--- src/rtl/multicycle_ctrl.sv ---
// multicycle_ctrl: multicycle sequencing controller for the processor datapath.
// It latches the fetched instruction, then steps FETCH/DECODE/EXEC/MEM/WB.
// Memory, PC, register-file, ALU-source and extender selects are decoded from
// the state and the latched instruction.
//
//   state  | meaning
//   -------+---------------------------------------------------------------
//   FETCH  | iREN high until ihit; on ihit latch ir and write PC+4
//   DECODE | J/JAL resolve here; HALT_OP parks the core; unknown op = NOP
//   EXEC   | branches and JR resolve here; loads/stores go on to MEM
//   MEM    | dREN (LW) or dWEN (SW) held until dhit
//   WB     | single-cycle register-file write
//   HALT   | halt high, everything else low, left only through nRST
module multicycle_ctrl #(
    parameter logic [5:0] HALT_OP = 6'h3F
) (
    input  logic        CLK,
    input  logic        nRST,
    input  logic        ihit,
    input  logic        dhit,
    input  logic [31:0] instr,
    input  logic        aluZero,
    output logic        iREN,
    output logic        dREN,
    output logic        dWEN,
    output logic        pcWEN,
    output logic [1:0]  pcSrc,
    output logic        extZero,
    output logic        extLui,
    output logic        extShift,
    output logic        aluSrcImm,
    output logic        regWEN,
    output logic [1:0]  regDst,
    output logic [1:0]  memToReg,
    output logic [31:0] ir,
    output logic        halt
);

    typedef enum logic [2:0] {
        S_FETCH  = 3'd0,
        S_DECODE = 3'd1,
        S_EXEC   = 3'd2,
        S_MEM    = 3'd3,
        S_WB     = 3'd4,
        S_HALT   = 3'd5
    } state_t;

    localparam logic [5:0] OP_RTYPE = 6'h00;
    localparam logic [5:0] OP_J     = 6'h02;
    localparam logic [5:0] OP_JAL   = 6'h03;
    localparam logic [5:0] OP_BEQ   = 6'h04;
    localparam logic [5:0] OP_BNE   = 6'h05;
    localparam logic [5:0] OP_ADDIU = 6'h09;
    localparam logic [5:0] OP_SLTI  = 6'h0A;
    localparam logic [5:0] OP_SLTIU = 6'h0B;
    localparam logic [5:0] OP_ANDI  = 6'h0C;
    localparam logic [5:0] OP_ORI   = 6'h0D;
    localparam logic [5:0] OP_XORI  = 6'h0E;
    localparam logic [5:0] OP_LUI   = 6'h0F;
    localparam logic [5:0] OP_LW    = 6'h23;
    localparam logic [5:0] OP_SW    = 6'h2B;
    localparam logic [5:0] FN_SLL   = 6'h00;
    localparam logic [5:0] FN_SRL   = 6'h02;
    localparam logic [5:0] FN_JR    = 6'h08;

    state_t      state_q, state_d;
    logic [31:0] ir_q, ir_d;

    logic [5:0] op, fn;
    logic       is_r, is_lw, is_sw, is_alui, is_shift, is_jr, is_known;
    logic       ext_zero, ext_lui, imm_b;

    logic       iren_c, dren_c, dwen_c, pcwen_c, regwen_c, halt_c;
    logic       extzero_c, extlui_c, extshift_c, alusrc_c;
    logic [1:0] pcsrc_c, regdst_c, memtoreg_c;

    // Instruction-class decode from the latched instruction only.
    always_comb begin
        op       = ir_q[31:26];
        fn       = ir_q[5:0];
        is_r     = (op == OP_RTYPE);
        is_lw    = (op == OP_LW);
        is_sw    = (op == OP_SW);
        is_alui  = (op == OP_ADDIU) || (op == OP_SLTI) || (op == OP_SLTIU) ||
                   (op == OP_ANDI)  || (op == OP_ORI)  || (op == OP_XORI)  ||
                   (op == OP_LUI);
        is_shift = is_r && ((fn == FN_SLL) || (fn == FN_SRL));
        is_jr    = is_r && (fn == FN_JR);
        is_known = is_r || is_alui || is_lw || is_sw ||
                   (op == OP_J) || (op == OP_JAL) ||
                   (op == OP_BEQ) || (op == OP_BNE);
        ext_zero = (op == OP_ANDI) || (op == OP_ORI) || (op == OP_XORI);
        ext_lui  = (op == OP_LUI);
        imm_b    = is_alui || is_lw || is_sw || is_shift;
    end

    // State and instruction registers; reset abandons any instruction in flight.
    always_ff @(posedge CLK or negedge nRST) begin
        if (!nRST) begin
            state_q <= S_FETCH;
            ir_q    <= '0;
        end else begin
            state_q <= state_d;
            ir_q    <= ir_d;
        end
    end

    // Next-state and control decode.
    always_comb begin
        state_d    = state_q;
        ir_d       = ir_q;
        iren_c     = 1'b0;
        dren_c     = 1'b0;
        dwen_c     = 1'b0;
        pcwen_c    = 1'b0;
        pcsrc_c    = 2'd0;
        regwen_c   = 1'b0;
        regdst_c   = 2'd0;
        memtoreg_c = 2'd0;
        halt_c     = 1'b0;
        extzero_c  = 1'b0;
        extlui_c   = 1'b0;
        extshift_c = 1'b0;
        alusrc_c   = 1'b0;

        // Extender and ALU-B selects hold for the whole EXEC..WB window.
        if ((state_q == S_EXEC) || (state_q == S_MEM) || (state_q == S_WB)) begin
            extzero_c  = ext_zero;
            extlui_c   = ext_lui;
            extshift_c = is_shift;
            alusrc_c   = imm_b;
        end

        case (state_q)
            S_FETCH: begin
                iren_c = 1'b1;
                if (ihit) begin
                    ir_d    = instr;
                    pcwen_c = 1'b1;
                    pcsrc_c = 2'd0;
                    state_d = S_DECODE;
                end
            end
            S_DECODE: begin
                if (op == HALT_OP) begin
                    state_d = S_HALT;
                end else if ((op == OP_J) || (op == OP_JAL)) begin
                    pcwen_c = 1'b1;
                    pcsrc_c = 2'd2;
                    if (op == OP_JAL) begin
                        regwen_c   = 1'b1;
                        regdst_c   = 2'd2;
                        memtoreg_c = 2'd2;
                    end
                    state_d = S_FETCH;
                end else if (!is_known) begin
                    state_d = S_FETCH;
                end else begin
                    state_d = S_EXEC;
                end
            end
            S_EXEC: begin
                if (op == OP_BEQ) begin
                    pcwen_c = aluZero;
                    pcsrc_c = 2'd1;
                    state_d = S_FETCH;
                end else if (op == OP_BNE) begin
                    pcwen_c = !aluZero;
                    pcsrc_c = 2'd1;
                    state_d = S_FETCH;
                end else if (is_jr) begin
                    pcwen_c = 1'b1;
                    pcsrc_c = 2'd3;
                    state_d = S_FETCH;
                end else if (is_lw || is_sw) begin
                    state_d = S_MEM;
                end else begin
                    state_d = S_WB;
                end
            end
            S_MEM: begin
                dren_c = is_lw;
                dwen_c = is_sw;
                if (dhit) begin
                    state_d = is_lw ? S_WB : S_FETCH;
                end
            end
            S_WB: begin
                regwen_c   = 1'b1;
                regdst_c   = is_r ? 2'd1 : 2'd0;
                memtoreg_c = is_lw ? 2'd1 : 2'd0;
                state_d    = S_FETCH;
            end
            S_HALT: begin
                halt_c     = 1'b1;
                extzero_c  = 1'b0;
                extlui_c   = 1'b0;
                extshift_c = 1'b0;
                alusrc_c   = 1'b0;
            end
            default: begin
                state_d = S_FETCH;
            end
        endcase
    end

    // Every output is held low while reset is asserted, iREN included.
    always_comb begin
        iREN      = nRST & iren_c;
        dREN      = nRST & dren_c;
        dWEN      = nRST & dwen_c;
        pcWEN     = nRST & pcwen_c;
        pcSrc     = {2{nRST}} & pcsrc_c;
        extZero   = nRST & extzero_c;
        extLui    = nRST & extlui_c;
        extShift  = nRST & extshift_c;
        aluSrcImm = nRST & alusrc_c;
        regWEN    = nRST & regwen_c;
        regDst    = {2{nRST}} & regdst_c;
        memToReg  = {2{nRST}} & memtoreg_c;
        halt      = nRST & halt_c;
        ir        = {32{nRST}} & ir_q;
    end

endmodule

--- config.mk ---
export PLATFORM = sky130hd
export DESIGN_NAME = multicycle_ctrl
export DESIGN_NICKNAME = d
export VERILOG_FILES = /design/src/rtl/multicycle_ctrl.sv
export SDC_FILE = /design/constraint.sdc
export NUM_CORES = 1
export LEC_CHECK = 0
export CAP_MARGIN = 20
export CORE_ASPECT_RATIO = 0.5
export CORE_UTILIZATION = 43
export CTS_CLUSTER_DIAMETER = 60
export CTS_CLUSTER_SIZE = 16
export DETAILED_ROUTE_END_ITERATION = 6
export PLACE_DENSITY = 0.82
export SYNTH_ARGS = -nofsm -noshare
export SYNTH_HDL_FRONTEND = slang
export SYNTH_SLANG_ARGS = --single-unit
--- constraint.sdc ---
create_clock -name CLK -period 2.6 [get_ports CLK]
set_input_delay 0.52 -clock CLK [delete_from_list [all_inputs] [get_ports CLK]]
set_output_delay 0.52 -clock CLK [all_outputs]
set_load 0.05 [all_outputs]
==> results.md <==
- Status: finished, final reports clean
- Final min period: 2.58 ns
- Peak VDD IR: 652 µV
- Delay-heaviest family, CP: simple AND/OR/NAND/NOR gates
- CTS tree: yes
- GRT Total Usage: 0.233
- Area Growth Syn to Fin: 72.8%
- Antenna viol nets, final: 0
- Maximum Capacitance Violations: 0
- Post-Syn Nets: 235
- Final period util: 0.990
- Synth async-reset ratio: 1.00
- Rel. slew slack: 0.627
- RSZ-0062 raised after global routing: true
- Worst path bufs/invs: 1
- Clock Tree Root: clkbuf_8
- Setup crit start kind: register
- Layout cell share with drive strength beyond 1: 0.451
- Worst path max stage delay: 0.42 ns
- Pwr Total: 4.16 mW
- # H-tree levels: 2
- # setup viols final: 0
- Yosys top cell area share: 0.424
- Max-slew violation count: 0
- Iteration-0 DRC count of the detailed router: 52
- Post-Place Cell Area: 3370 µm²
- Die width: 100 µm
- WL final: 5.56 mm
- Largest fanout on the critical path: 3
- WP data required: 2.08 ns
- Pwr dens: 1170 nW/µm²
- Routed vias/inst: 5.14
- Hold WC Path Type: in -> async
- Worst-Margin Slew: 0.556 ns
- Fillers: 287
- Clk Latency, worst-skew pair: 0.28 ns
- PortBufs: 84
- Slowest cell on the critical path: or3_4
- Int Pwr: 2.35 mW
- Die H: 51.0 µm
- Post-layout util: 0.791
- Grt total ovfl: 0
- Yosys top cell by area: dfrtp_1
- Worst path cell trace: or3_4, or2_1, or3_4, a21oi_4, buf_12
- Antenna diodes: 0
- Initial core utilization: 0.458
- Pre-CTS WS: 0.261 ns
- CP dominant cell by count: or3_4
- Num Clock Sinks: 35
- Crit. End Element: output pin
- Die area: 5100 µm²
- Sequential share of power: 0.248
- Yosys cell types: 45
- Post-synth EDFFs: 0
- Sequential area share after synthesis: 0.424
- Vias in the first global route: 1832
- Synth Flop Type: dfrtp_1
- Final instance area: 3570 µm²
- Final hold violation count: 0
- Syn avg cell area: 10.4 µm²
- Yosys Warn Count: 0
- Clock slew at reported path FFs: 0.08 ns
- Switching share of power: 0.435
- Gate power share: 0.633
- WL per Instance: 15.9 µm
- Number of cell rows: 17
- Mapped Area: 2060 µm²
- Fin Clk Skew: 0.00459 ns
- CP Class: reg -> out
- RePlAce Congestion: 0.863
- Setup WS post-layout: 0.0248 ns
- Nets: 320
- Clk pwr share: 0.119
- Core ar.: 4510 µm²
- Top-level I/O count: 85
- DRT Pass-1 Iters: 4
- CTS max path bufs: 2
- Synthesis-stage register bit count: 35
- Synth Instances: 198
- Leak Pwr: 1.46 nW
- DRC Markers: 0
- Largest net degree at the start of global routing: 59
- Max Fclk: 0.388 GHz
- Post-DP HPWL: 3.94 mm
- Top post-synthesis cells by count: dfrtp_1 (35), mux2_2 (32), and2_1 (31), nor2_1 (11), nand2_1 (10)
- Largest cells by area after synthesis: dfrtp_1 (42%), mux2_2 (17%), and2_1 (9.4%)
- Vias post-DR: 1799
- CTS Buf Count: 5
- Antenna violations before repair: 0
- Critical Path AT: 2.06 ns
- Sw power: 1.81 mW
- First-pass GRT wire length: 9.05 mm
- Most frequent cell after synthesis: dfrtp_1
==> power by group through the flow <==
stage	Combinational [mW]	Clock [mW]	Sequential, mW
6_report	2.63	0.494	1.03
2_1_floorplan	1.68	0	0.938
3_5_place_dp	2.52	0	1.04
5_1_grt	2.76	0.530	1.08
3_3_place_gp	2.47	0	1.01
4_1_cts	2.58	0.501	1.03
==> final cells by class <==
class | instances | area [µm²] | share of cell area
Timing Repair Buffer | 95 | 1310 | 0.368
Multi-Input combinational cell | 142 | 1170 | 0.327
Sequential cell | 35 | 878 | 0.246
Tap cell | 66 | 82.6 | 0.0231
Clock buffer | 5 | 68.8 | 0.0193
Clock inverter | 3 | 43.8 | 0.0123
Inverter | 4 | 15.0 | 0.00421
==> worst paths after layout <==
kind / start / to / slack (ns) / depth (start not counted)
min reg2reg: ir_q[25]$_DFFE_PN0P_ / ir_q[25]$_DFFE_PN0P_ / 0.50 / 1
min in group CLK: ir_q[25]$_DFFE_PN0P_ / ir_q[25]$_DFFE_PN0P_ / 0.50 / 1
max reg2reg: ir_q[0]$_DFFE_PN0P_ / state_q[1]$_DFFE_PN0P_ / 0.74 / 5
max in group asynchronous: nRST / ir_q[31]$_DFFE_PN0P_ / 1.77 / 2
min: nRST / ir_q[23]$_DFFE_PN0P_ / 0.25 / 2
max: ir_q[30]$_DFFE_PN0P_ / aluSrcImm / 0.02 / 5
==> layout by cell type, fill, tap and decap left out, types with 3 or more instances in the layout <==
master            n
clkdlybuf4s50_1  35
inv_1             4
clkbuf_8          5
and2_1           31
dfrtp_1          33
a211o_1           3
nand3_1           4
nor4_2            4
nor2_1            9
buf_12           41
nand2_1           9
mux2_2           32
o21ai_0           4
nor3_1            3
or3_4             3
buf_4            18
==> flip-flops by register name, summed over array words and instances (netlist names) <==
signal / count
state_q: 3
ir_q: 32
==> metal layers <==
layer	global-route usage	vias up	share of wire
met3	0.0561	10	0.046
met1	0.274	865	0.42
li1	-	856	-
met2	0.414	68	0.51
met5	0	-	0
met4	0.0990	0	0.015
==> logic make-up after synthesis <==
kind of cell | count (synthesis) | synth area share
and+or+nand+nor | 89 | 0.265
DFF | 35 | 0.424
muxes | 33 | 0.179
buffers and inverters | 21 | 0.0594
AOI/OAI and AO/OA | 20 | 0.0715
==> metrics by stage <==
step | setup TNS, ns | instances | hold WS (ns)
detailed placement | 0 | 339 | 0.488
finish | 0 | 350 | 0.250
floorplan | -1.30 | 198 | 0.224
global placement | 0 | 339 | 0.481
global route | -0.212 | 350 | 0.243
CTS | -0.0641 | 349 | 0.226
==> timing repair <==
action / 4_1_cts / 5_1_grt
hold buffers: 0 / 0
endpoints found under the setup margin: 5 / 9
resized for setup: 5 / 8
setup buffers: 2 / 1
pin swaps: 1 / 3
No activity file was read; power rests on OpenSTA's default activity.
